## src/rtl/gbf_w_fetch_seq.sv

```systemverilog
// rtl/gbf_w_fetch_seq.sv - quad-port weight GBF fetch sequencer; optional zero-clear mode via GBF_W_FETCH_CLEAR_EN
module gbf_w_fetch_seq #(
    parameter int WIDTH  = 32,
    parameter int HEIGHT = 48,
    parameter int AW     = $clog2(HEIGHT),
    parameter int LW     = $clog2(HEIGHT + 1)
) (
    input  logic               clk,
    input  logic               rst,
    input  logic               start,
    input  logic [AW-1:0]      base_addr,
    input  logic [LW-1:0]      num_words,
    output logic               busy,
    output logic               done,
    output logic [AW-1:0]      addr_a,
    output logic [AW-1:0]      addr_b,
    output logic [AW-1:0]      addr_c,
    output logic [AW-1:0]      addr_d,
    output logic               we_a,
    output logic               we_b,
    output logic               we_c,
    output logic               we_d,
    input  logic [WIDTH-1:0]   q_a,
    input  logic [WIDTH-1:0]   q_b,
    input  logic [WIDTH-1:0]   q_c,
    input  logic [WIDTH-1:0]   q_d,
    output logic [4*WIDTH-1:0] out_data,
    output logic [3:0]         out_mask,
    output logic               out_valid,
    input  logic               out_ready
`ifdef GBF_W_FETCH_CLEAR_EN
    ,
    input  logic               clr,
    output logic [4*WIDTH-1:0] wdata_zero
`endif
);

    typedef enum logic [1:0] {
        IDLE  = 2'd0,
        FETCH = 2'd1,
        DRAIN = 2'd2,
        DONE  = 2'd3
    } state_t;

    localparam logic [AW:0]   HEIGHT_A = HEIGHT[AW:0];
    localparam logic [LW-1:0] HEIGHT_L = HEIGHT[LW-1:0];
    localparam logic [LW-1:0] FOUR_L   = LW'(4);

    state_t              state;
    state_t              state_nxt;
    logic [AW-1:0]       ptr;
    logic [AW-1:0]       ptr_nxt;
    logic [LW-1:0]       rem;
    logic [LW-1:0]       rem_nxt;
    logic [LW-1:0]       rem_dec;
    logic [LW-1:0]       len_clamped;
    logic                clr_mode;
    logic                advance;
    logic                load;
    logic [3:0]          lane_on;
    logic [3:0]          we_vec;
    logic [4*WIDTH-1:0]  q_all;
    logic [4*WIDTH-1:0]  lane_data;
    logic [AW-1:0]       lane_addr [4];

    // Address step modulo HEIGHT; inc never exceeds 4 and ptr < HEIGHT, so one
    // conditional subtraction is enough.
    function automatic logic [AW-1:0] wrap_add(input logic [AW-1:0] p, input logic [2:0] inc);
        logic [AW:0] sum;
        sum = {1'b0, p} + {{(AW-2){1'b0}}, inc};
        if (sum >= HEIGHT_A) begin
            sum = sum - HEIGHT_A;
        end
        return sum[AW-1:0];
    endfunction

    assign q_all       = {q_d, q_c, q_b, q_a};
    assign len_clamped = (num_words > HEIGHT_L) ? HEIGHT_L : num_words;
    assign rem_dec     = (rem > FOUR_L) ? (rem - FOUR_L) : '0;

    // A fetch beat is taken when the output register is free; a clear never waits on the stream.
    assign advance = (state == FETCH) && (clr_mode || !out_valid || out_ready);
    assign load    = advance && !clr_mode;

    assign busy = (state == FETCH) || (state == DRAIN);
    assign done = (state == DONE);

`ifdef GBF_W_FETCH_CLEAR_EN
    assign wdata_zero = '0;

    // Command type is captured together with the start strobe.
    always_ff @(posedge clk or posedge rst) begin
        if (rst) begin
            clr_mode <= 1'b0;
        end else if (state == IDLE && start) begin
            clr_mode <= clr;
        end
    end

    // Write enables follow the lane mask only while a clear command walks the range.
    always_comb begin
        we_vec = '0;
        if (state == FETCH && clr_mode) begin
            we_vec = lane_on;
        end
    end
`else
    assign clr_mode = 1'b0;
    assign we_vec   = '0;
`endif

    assign we_a = we_vec[0];
    assign we_b = we_vec[1];
    assign we_c = we_vec[2];
    assign we_d = we_vec[3];

    // Per-lane validity and read data, lanes past the remaining count forced to zero.
    always_comb begin
        lane_on   = '0;
        lane_data = '0;
        for (int k = 0; k < 4; k++) begin
            lane_on[k] = (rem > LW'(k));
            if (rem > LW'(k)) begin
                lane_data[k*WIDTH +: WIDTH] = q_all[k*WIDTH +: WIDTH];
            end
        end
    end

    // RAM addresses are only driven while fetching; ptr holds during a stall so they stay stable.
    always_comb begin
        for (int k = 0; k < 4; k++) begin
            lane_addr[k] = '0;
            if (state == FETCH) begin
                lane_addr[k] = wrap_add(ptr, 3'(k));
            end
        end
    end

    assign addr_a = lane_addr[0];
    assign addr_b = lane_addr[1];
    assign addr_c = lane_addr[2];
    assign addr_d = lane_addr[3];

    // State, pointer and remaining-count registers.
    always_ff @(posedge clk or posedge rst) begin
        if (rst) begin
            state <= IDLE;
            ptr   <= '0;
            rem   <= '0;
        end else begin
            state <= state_nxt;
            ptr   <= ptr_nxt;
            rem   <= rem_nxt;
        end
    end

    // Next-state logic. A zero-length command passes through DRAIN (empty) so
    // busy still shows for one cycle before done.
    always_comb begin
        state_nxt = state;
        ptr_nxt   = ptr;
        rem_nxt   = rem;
        case (state)
            IDLE: begin
                if (start) begin
                    ptr_nxt   = base_addr;
                    rem_nxt   = len_clamped;
                    state_nxt = (len_clamped != '0) ? FETCH : DRAIN;
                end
            end
            FETCH: begin
                if (advance) begin
                    ptr_nxt = wrap_add(ptr, 3'd4);
                    rem_nxt = rem_dec;
                    if (rem_dec == '0) begin
                        state_nxt = DRAIN;
                    end
                end
            end
            DRAIN: begin
                if (!out_valid || out_ready) begin
                    state_nxt = DONE;
                end
            end
            DONE: begin
                state_nxt = IDLE;
            end
            default: begin
                state_nxt = IDLE;
            end
        endcase
    end

    // Output stream register: loads a new beat or empties on handshake.
    always_ff @(posedge clk or posedge rst) begin
        if (rst) begin
            out_data  <= '0;
            out_mask  <= '0;
            out_valid <= 1'b0;
        end else if (load) begin
            out_data  <= lane_data;
            out_mask  <= lane_on;
            out_valid <= 1'b1;
        end else if (out_valid && out_ready) begin
            out_valid <= 1'b0;
        end
    end

endmodule

```

## config.mk

```make
export PLATFORM = sky130hd
export DESIGN_NAME = gbf_w_fetch_seq
export DESIGN_NICKNAME = d
export VERILOG_FILES = /design/src/rtl/gbf_w_fetch_seq.sv
export SDC_FILE = /design/constraint.sdc
export NUM_CORES = 1
export LEC_CHECK = 0
export CELL_PAD_IN_SITES_DETAIL_PLACEMENT = 0
export CELL_PAD_IN_SITES_GLOBAL_PLACEMENT = 1
export CORE_ASPECT_RATIO = 0.5
export CORE_MARGIN = 2
export CORE_UTILIZATION = 23
export CTS_BUF_LIST = sky130_fd_sc_hd__clkbuf_2 sky130_fd_sc_hd__clkbuf_4 sky130_fd_sc_hd__clkbuf_8
export DETAILED_ROUTE_END_ITERATION = 16
export PLACE_DENSITY_LB_ADDON = 0.1
export SLEW_MARGIN = 15
export SYNTH_ARGS = -nofsm -noshare
export SYNTH_HDL_FRONTEND = slang
export SYNTH_SLANG_ARGS = --single-unit
```

## constraint.sdc

```tcl
create_clock -name clk -period 6.1 [get_ports clk]
set_input_delay 0.915 -clock clk [delete_from_list [all_inputs] [get_ports clk]]
set_output_delay 0.915 -clock clk [all_outputs]
set_load 0.1 [all_outputs]
```

Word level (Yosys, flattened, before mapping)
Cells that the tools add are included.

word-level totals
  register bits = 147
  bits in latches = 0
  bits in writable memories = 0
  memory bits (read-only) = 0
  bits of input ports = 144
  output and inout port bits = 163
  memories = 0

cells by class
  $add $sub $neg = 10
  multipliers = 0
  divide/modulo/power cells = 0
  $lt $le $gt $ge = 11
  equality and inequality tests = 7
  shift-type cells = 0
  multiplexer cells = 29
  bitwise gates (word level) = 0
  reductions and logical operators = 12

operators with widths
  kind                                                                count
  2-to-1 mux 32 bit                                                   4
  2-to-1 mux 6 bit                                                    15
  subtractor 6 bit (second input constant)                            5
  greater-or-equal comparator 7 x 6 -> 1 bit (second input constant)  4
  case mux 6 bit (2 select lines)                                     2
  adder 6 x 2 -> 7 bit (second input constant)                        2
  greater-than comparator 6 x 1 -> 1 bit (second input constant)      2
  greater-than comparator 6 x 2 -> 1 bit (second input constant)      2
  2-to-1 mux 2 bit                                                    5
  case mux 2 bit (4 select lines)                                     1
  adder 6 x 1 -> 7 bit (second input constant)                        1
  adder 6 x 3 -> 7 bit (second input constant)                        1
  greater-or-equal comparator 6 bit (second input constant)           1
  greater-than comparator 6 x 3 -> 1 bit (second input constant)      1
  greater-than comparator 6 bit (second input constant)               1
  logical NOT 6 bit                                                   1
  nonzero test 6 bit                                                  1
  subtractor 6 x 3 -> 6 bit (second input constant)                   1
  == test 2 bit (second input constant)                               2
  inequality test 2 x 1 -> 1 bit (second input constant)              2
  inequality test 2 bit (second input constant)                       2
  AND reduction 4 bit                                                 1
  nonzero test 2 bit                                                  2
  AND reduction 3 bit                                                 1
  6 further kinds                                                     9

Logic depth before layout (Yosys ltp)
Gate-level depths: netlist (run 1).

  word-level depth = 6
  depth in mapped cells = 11

Worst setup path before layout (run 1)
Ideal clock, no wire load.

  path kind = register to output
  start point = register state[1]
  end point = output port addr_a[4]
  arrival time = 3082 ps
  required time = 5185 ps
  slack = 2103 ps
  stages on the path, launching flop included = 6
  cell sequence = dfrtp_1 inv_1 ha_1 buf_6 clkinv_1 nor3_1

between the ends
  word-level cells in the longest chain between the ends = 2

ends and longest elaborated chain
  element                 line  text
  start, declared         49    state_t state;
  start signal, assigned  151   state <= state_nxt;
  == test 2 x 1 -> 1 bit  133   if (state == FETCH) begin
  2-to-1 mux 6 bit        133
  end, declared           15    output logic [AW-1:0] addr_a,

Every way passes these cells.

Worst setup path after layout (run 1)
  start point = register ptr[2]
  end point = output port addr_b[5]

between the ends
  word-level cells in the longest chain between the ends = 4

ends and longest elaborated chain
  element                                                                                line    text
  start, declared                                                                        51      logic [AW-1:0] ptr;
  start signal, assigned                                                                 152     ptr <= ptr_nxt;
  adder 6 x 1 -> 7 bit *                                                                 70      sum = {1'b0, p} + {{(AW-2){1'b0}}, inc};
  subtractor 6 bit / greater-or-equal comparator 7 x 6 -> 1 bit (equally long branches)  72, 71
  2-to-1 mux 6 bit *                                                                     71      if (sum >= HEIGHT_A) begin
  2-to-1 mux 6 bit *                                                                     133
  end, declared                                                                          16      output logic [AW-1:0] addr_b,

Every way passes the cells marked *; elsewhere a longest branch is shown, timed or not.

==> out/summary.txt, run 1 <==
final core utilization -> 0.377
drt first pass iters -> 4
Clock transition at path regs -> 0.08 ns
Worst Hold Class -> reg -> reg
1st-iter DRT viols -> 232
relative slew slack -> 0.261
final setup violation count -> 0
initial core utilization -> 0.237
slowest stage delay, CP -> 1.12 ns
number of global-route vias before repair -> 5,491
Distinct cells, synth -> 48
Seq cells post-synth -> 147
Final Slew Violations -> 0
global route overflow -> 0
Req. time, crit path -> 5.18 ns
post-cts gate resize count -> 0
Avg Inst Size Synth -> 11.2 um^2
Sink Count -> 147
die area -> 29,000 um^2
antenna-violating nets left -> 0
DRC errors left -> 0
Die H -> 121 um
Routed WL -> 21.7 mm
predominant post-synthesis flop cell -> dfrtp_1
CP Max Fanout -> 13
total CTS buffers -> 17
Fillers -> 2,648
Worst setup EP type -> output port
Site Rows -> 42
Syn Std Cell Area -> 6330 um^2
Ys Warns -> 0
Die W -> 239 um
fmax -> 0.209 GHz
Max H-tree Level -> 4
Crit-path slowest cell -> clkdlybuf4s50_1
Core ar. -> 26,700 um^2
cell count after synthesis -> 565
RSZ-0062 raised after global routing -> false
status -> complete, no violations
worst-margin pin slew -> 1.11 ns
share of cells above drive strength 1 -> 0.0616
global-route wire length before repair -> 33.3 mm
final hold violations -> 0
DP Wirelength -> 14.9 mm
Clk Latency, worst-skew pair -> 0.46 ns
setup bufs post-CTS -> 0
pin count of the biggest net entering global routing -> 87
Final min period -> 4.78 ns
via count -> 5,409
register area share after synthesis -> 0.581
IO buf count -> 302
DR vias/cell -> 4.46
antenna violations before repair -> 0
Max Cap Viol -> 0
Final Instance Area -> 10,100 um^2
# nets final -> 1,010
Synth async-reset ratio -> 1.00
arrival time worst endpoint -> 3.87 ns
I/O pin cnt -> 307
post-DR wirelength/cell -> 17.9 um
EDFF count, synth -> 0
Cell Area, Placed -> 9670 um^2
Clock Path Buffers -> 2
area grow syn2layout -> 59.2%
setup total negative slack -> 0 ns
crit share post-route -> 0.784
final RePlAce weighted congestion -> 0.744
CP Launch Type -> flop
Worst path most repeated cell -> ha_1
critical path class -> reg -> out
Final Skew -> 0.00800 ns
hold_buf cts -> 0
n_diodes -> 0
Tot GR Track Use -> 0.151
Root Buffer -> clkbuf_8
CP cell instances -> ha_1 > nand2_1 > xnor2_1 > inv_1 > ha_1 > a41o_1 > nor2_1 > o221a_2 > clkdlybuf4s50_1
TritonCTS clock tree -> built
[flip-flops by register name (all words and copies together), names as in the netlist]
signal	cells
rem	6
state	2
out_mask	4
out_valid	1
out_data	128
ptr	6
[metal layers]
| layer | share of wire | track usage |
|---|---|---|
| met4 | 0.0094 | 0.0383 |
| met3 | 0.039 | 0.0400 |
| met1 | 0.43 | 0.193 |
| met5 | 0 | 0 |
| met2 | 0.52 | 0.253 |
[worst paths after layout]
| path | start | endpoint | slack, ns | cells after the start |
|---|---|---|---|---|
| setup / recovery | ptr[2] | addr_b[5] | 1.32 | 9 |
| hold / removal | out_mask[3] | out_mask[3] | 0.48 | 1 |
| min in group asynchronous | rst | out_data[94] | 0.99 | 2 |
| setup reg to reg | state[1] | out_data[7] | 3.18 | 6 |
| hold reg to reg | out_mask[3] | out_mask[3] | 0.48 | 1 |
| max in group asynchronous | rst | out_data[27] | 3.71 | 3 |
[per-stage QoR]
| stage | hold slack, ns | std cells | setup WS (ns) |
|---|---|---|---|
| 3_3_place_gp | 0.460 | 1182 | 1.86 |
| 2_1_floorplan | 0.510 | 568 | 1.23 |
| 5_1_grt | 0.498 | 1212 | 1.02 |
| 6_report | 0.480 | 1212 | 1.32 |
| 3_5_place_dp | 0.466 | 1182 | 1.79 |
| 4_1_cts | 0.485 | 1212 | 1.24 |
[cells in the final DEF, fill, tap and decap left out, drive strengths merged, types with 2 or more instances in the layout]
master | netlist | layout
a21o | 3 | 3
a21oi | 12 | 12
a22o | 100 | 100
a31oi | 2 | 2
a32o | 2 | 2
a41o | 3 | 3
and2 | 5 | 5
and3 | 2 | 2
buf | 32 | 6
bufinv | 0 | 3
clkbuf | 14 | 21
clkdlybuf4s50 | 0 | 302
clkinv | 2 | 7
conb | 1 | 4
dfrtp | 147 | 147
ha | 17 | 17
inv | 12 | 12
mux2 | 2 | 2
mux2i | 3 | 3
nand2 | 81 | 81
nand2b | 4 | 4
nand3 | 7 | 7
nand4b | 2 | 2
nor2 | 31 | 31
nor3 | 3 | 3
o21ai | 47 | 47
o221a | 4 | 4
o22ai | 2 | 2
o2bb2ai | 2 | 2
xnor2 | 6 | 6
xor2 | 7 | 7
[cell usage after synthesis, types with 5 or more instances]
library cell,n,share of area
buf_2,21,0.017
nand2_1,80,0.047
dfrtp_1,147,0.58
nor2_1,31,0.018
nand3_1,7,0.0055
a22o_1,100,0.14
xor2_1,7,0.0097
inv_1,12,0.0071
xnor2_1,6,0.0083
a21oi_1,12,0.0095
ha_1,17,0.034
clkbuf_1,14,0.0083
and2_1,5,0.0049
o21ai_0,46,0.036
buf_4,6,0.0071
[logic make-up (layout without fill, tap and decap cells)]
family,after synthesis,in the layout,synth area share
compound gates,181,181,0.218
xor+xnor,13,13,0.0180
fa+ha+maj,17,17,0.0336
buf+inv,60,352,0.0445
flops,147,147,0.581
mux,5,5,0.00889
other cells,1,4,0.000592
simple gates,141,141,0.0954
[worst max-delay path: cells and delay by family (launching register included)]
kind            cells  cell delay [ns]
xor+xnor            1             0.25
compound gates      2             0.43
buf+inv             2             1.21
flops               1             0.66
fa+ha+maj           2             0.64
simple gates        2             0.21
[cell type report]
cell class,instances,area [um^2],share of cell area
Multi-Input combinational cell,361,2420,0.240
Timing Repair Buffer,308,3070,0.304
Tap cell,352,440,0.0437
Sequential cell,147,3680,0.365
Clock buffer,21,283,0.0281
Inverter,14,57.6,0.00571
Clock inverter,9,130,0.0129
Power of run 1 is not shown: default switching activity piles up to over one toggle a cycle in this logic, so the estimate is an artifact.
==> run 2: changes to the inputs <==
- clock period: 6.1 -> 3.8 ns (I/O delays scaled with it)
==> out/summary.txt, run 2 (synthesis gave the netlist of run 1 again) <==
fmax -> 0.295 GHz
1st-iter DRT viols -> 277 (+19%)
Tot GR Track Use -> 0.151 (about the same)
relative slew slack -> 0.267 (+0.00581)
Final Skew -> 0.0113 ns (+0.00335 ns)
final core utilization -> 0.383 (+0.00599)
Clock transition at path regs -> 0.08 ns (about the same)
via count -> 5,418 (+0.17%)
antenna violations before repair -> 0 (unchanged)
largest register by flop count -> out_data
CP Max Fanout -> 13 (unchanged)
arrival time worst endpoint -> 2.82 ns (-1.05 ns)
status -> complete, no violations
Max Cap Viol -> 0 (unchanged)
Worst Hold Slack -> 0.480 ns (+0.0000280 ns)
Sink Count -> 147 (unchanged)
Worst path most repeated cell -> ha_1
Cell Area, Placed -> 9830 um^2 (+1.7%)
Crit-path slowest cell -> dfrtp_2
Routed WL -> 22.0 mm (+1.2%)
Die W -> 239 um (unchanged)
total CTS buffers -> 17 (unchanged)
Root Buffer -> clkbuf_8
worst path buffer plus inverter count -> 2 (unchanged)
die area -> 29,000 um^2 (unchanged)
critical path class -> reg -> out
most frequent cells in the layout -> clkdlybuf4s50_1, dfrtp_1, a22o_1
Clock Path Buffers -> 2 (unchanged)
Max H-tree Level -> 4 (unchanged)
crit share post-route -> 0.893
antenna-violating nets left -> 0 (unchanged)
Req. time, crit path -> 3.23 ns (-1.95 ns)
pin count of the biggest net entering global routing -> 77 (-11%)
DP Wirelength -> 15.5 mm (+4.1%)
RSZ-0062 raised after global routing -> false
global-route wire length before repair -> 32.9 mm (-1.2%)
initial core utilization -> 0.237 (unchanged)
CP cell instances -> ha_1 > nand2_1 > xnor2_1 > inv_1 > ha_1 > a41o_1 > nor2_1 > o221a_2 > buf_4
commonest non-fill, non-tap cell in the layout -> clkdlybuf4s50_1
final RePlAce weighted congestion -> 0.748 (+0.52%)
TritonCTS clock tree -> built
share of cells above drive strength 1 -> 0.0983 (+0.0366)
Top Registers -> out_data (128), ptr (6), rem (6)
CP Launch Type -> flop
I/O pin cnt -> 307 (unchanged)
crit-path leading delay family -> adder cells
area grow syn2layout -> 61.7%
number of global-route vias before repair -> 5,497 (+0.11%)
Worst Hold Class -> reg -> reg
n_diodes -> 0 (unchanged)
max FFs per register -> 128 (unchanged)
final setup violation count -> 0 (unchanged)
Core ar. -> 26,700 um^2 (unchanged)
worst-margin pin slew -> 1.10 ns (-0.00626 ns)
slowest stage delay, CP -> 0.52 ns (-0.60 ns)
Final Slew Violations -> 0 (unchanged)
post-DR wirelength/cell -> 18.0 um (+0.75%)
final hold violations -> 0 (unchanged)
setup bufs post-CTS -> 0 (unchanged)
DRC errors left -> 0 (unchanged)
drt first pass iters -> 6 (+2)
Site Rows -> 42 (unchanged)
DR vias/cell -> 4.45 (-0.25%)
Final Instance Area -> 10,200 um^2 (+1.6%)
IO buf count -> 302 (unchanged)
Die H -> 121 um (unchanged)
# nets final -> 1,013 (+0.30%)
setup total negative slack -> 0 ns (unchanged)
Worst setup EP type -> output port
Final min period -> 3.39 ns
global route overflow -> 0 (unchanged)
Clk Latency, worst-skew pair -> 0.48 ns (+0.02 ns)
run 2: layout make-up:
| class | instances | area, um^2 |
|---|---|---|
| Clock inverter | 11 | 125 |
| Fill cell | 2627 | 16500 |
| Multi-Input combinational cell | 361 | 2420 |
| Sequential cell | 147 | 3680 |
| Timing Repair Buffer | 311 | 3230 |
| Tap cell | 352 | 440 |
| Inverter | 14 | 56.3 |
| Clock buffer | 21 | 283 |
run 2: layer usage:
layer	routed length, um	vias to the layer above	part of all wire	GRT usage
li1	-	2576	-	-
met1	9620	2724	0.44	0.187
met2	11300	98	0.52	0.258
met3	689	20	0.031	0.0348
met4	317	0	0.014	0.0527
met5	0	-	0	0
run 2: what timing repair did:
item,4_1_cts,5_1_grt
setup endpoints to repair,0,3
hold buffers,0,0
gates resized for setup,0,3
run 2: path summary, 6_finish.rpt:
check	start	slack, ns	cells after the start	end
worst min register to register	out_mask[2]	0.48	1	out_mask[2]
worst max-delay path	ptr[2]	0.41	9	addr_b[5]
worst min-delay path	out_mask[2]	0.48	1	out_mask[2]
min in group asynchronous	rst	0.52	2	out_data[95]
worst max register to register	state[1]	1.37	6	out_data[25]
max in group asynchronous	rst	2.24	3	out_data[68]
run 2: stage by stage:
| stage | instances | worst slack (ns) |
|---|---|---|
| floorplan | 568 | 0.148 |
| global placement | 1185 | 0.775 |
| detailed placement | 1185 | 0.747 |
| CTS | 1217 | 0.194 |
| global route | 1217 | 0.0348 |
| finish | 1217 | 0.407 |
Power of run 2 is left out for the same reason.
==> run 3: changes to the inputs <==
- CORE_MARGIN: 2 -> 5
==> out/summary.txt, run 3 (synthesis gave the netlist of run 1 again) <==
TritonCTS clock tree -> built
global-route wire length before repair -> 34.4 mm (+4.7%)
final hold violations -> 0 (unchanged)
Site Rows -> 42 (unchanged)
DP Wirelength -> 16.1 mm (+3.7%)
global route overflow -> 0 (unchanged)
I/O pin cnt -> 307 (unchanged)
RSZ-0062 raised after global routing -> false
Top Registers -> out_data (128), ptr (6), rem (6)
hold_buf cts -> 0 (unchanged)
Root Buffer -> clkbuf_8
Worst Hold Class -> reg -> reg
setup total negative slack -> 0 ns (unchanged)
Worst setup EP type -> output port
Die W -> 245 um (+2.5%)
Req. time, crit path -> 3.23 ns (about the same)
1st-iter DRT viols -> 291 (+5.1%)
IO buf count -> 302 (unchanged)
Final Non-Filler Cells -> 1,216 (-0.082%)
Die H -> 127 um (+4.9%)
Routed WL -> 22.7 mm (+3.2%)
drt first pass iters -> 4 (-2)
critical path class -> reg -> out
DRC errors left -> 0 (unchanged)
antenna violations before repair -> 0 (unchanged)
dpl cells -> 1,184 (-0.084%)
status -> complete, no violations
crit share post-route -> 0.907 (+0.0139)
CP Launch Type -> flop
pin count of the biggest net entering global routing -> 112 (+45%)
arrival time worst endpoint -> 2.88 ns (+0.06 ns)
Clock Path Buffers -> 2 (unchanged)
initial core utilization -> 0.237 (unchanged)
register area -> 3680 um^2 (about the same)
relative slew slack -> 0.293 (+0.0254)
area grow syn2layout -> 62.0%
n_diodes -> 0 (unchanged)
post-DR wirelength/cell -> 18.6 um (+3.3%)
Sink Count -> 147 (unchanged)
most frequent cells in the layout -> clkdlybuf4s50_1, dfrtp_1, a22o_1
final RePlAce weighted congestion -> 0.772 (+3.3%)
Multi-input gate area -> 2420 um^2 (unchanged)
final setup violation count -> 0 (unchanged)
largest register by flop count -> out_data
Clk Latency, worst-skew pair -> 0.48 ns (about the same)
Max Cap Viol -> 0 (unchanged)
worst-margin pin slew -> 1.06 ns (-0.0414 ns)
CP Max Fanout -> 8 (-5)
worst reg-to-reg setup slack -> 1.38 ns (about the same)
max FFs per register -> 128 (unchanged)
via count -> 5,394 (-0.44%)
die area -> 31,200 um^2 (+7.6%)
number of global-route vias before repair -> 5,663 (+3.0%)
Final min period -> 3.45 ns (+0.0527 ns)
Clock transition at path regs -> 0.08 ns (about the same)
Tot GR Track Use -> 0.143 (-0.00784)
total CTS buffers -> 17 (unchanged)
commonest non-fill, non-tap cell in the layout -> clkdlybuf4s50_1
Final Slew Violations -> 0 (unchanged)
Fillers -> 2,632 (+0.19%)
DR vias/cell -> 4.44 (-0.36%)
Core ar. -> 26,700 um^2 (unchanged)
fmax -> 0.290 GHz (-1.5%)
antenna-violating nets left -> 0 (unchanged)
# nets final -> 1,012 (-0.099%)
Final Skew -> 0.0160 ns (+0.00463 ns)
Max H-tree Level -> 4 (unchanged)
share of cells above drive strength 1 -> 0.0961 (-0.00220)
-- run 3: changes by cell type in the layout (fill, tap and decap cells not counted), sizes merged --
cell	delta
buf	-1
clkinv	-1
clkbuf	-2
clkinvlp	+2
inv	+1
-- run 3: what timing repair did --
action,in CTS,in global routing
hold endpoints to repair,0,0
setup buffers,0,0
resized for setup,0,2
endpoints found under the setup margin,0,2
-- run 3: area by class of cell --
class / instances / area share
well taps: 352 / 0.0429
flip-flops and latches: 147 / 0.359
inverters: 14 / 0.00549
repair buffers: 310 / 0.317
clock buffers: 19 / 0.0255
clock inverters: 13 / 0.0144
multi-input cells: 361 / 0.236
-- run 3: worst max-delay path: stages, from the launching register on --
cell	delay, ns
dfrtp_1	0.51
inv_1	0.17
ha_1	0.23
a21oi_1	0.21
nor2_1	0.08
xor2_1	0.18
ha_1	0.23
a41o_1	0.21
nor3b_1	0.20
o31a_1	0.21
buf_12	0.19
-- run 3: layer usage --
metal  up-vias  part of all wire  GRT usage
li1       2580                 -          -
met1      2699              0.42      0.173
met2        93              0.53      0.254
met3        22             0.032     0.0363
met4         0             0.016     0.0428
met5         -                 0          0
-- run 3: through the flow --
| step | instance area (um^2) | hold slack (ns) | util | worst slack [ns] |
|---|---|---|---|---|
| 6_report | 10300 | 0.480 | 0.383 | 0.354 |
| 5_1_grt | 10300 | 0.485 | 0.383 | 0.0418 |
| 4_1_cts | 10300 | 0.461 | 0.383 | 0.148 |
| 3_5_place_dp | 9840 | 0.465 | 0.368 | 0.720 |
| 3_3_place_gp | 9840 | 0.462 | 0.368 | 0.780 |
| 2_1_floorplan | 6350 | 0.510 | - | 0.148 |
-- run 3: path summary, 6_finish.rpt --
kind                                end        start  cells past startpoint
max in group asynchronous        ptr[2]          rst                      3
min reg2reg                 out_mask[3]  out_mask[3]                      1
max                           addr_d[4]       ptr[1]                     10
min                         out_mask[3]  out_mask[3]                      1
max reg2reg                out_data[17]     state[1]                      6
min in group asynchronous  out_data[86]          rst                      2
Power of run 3 is left out for the same reason.
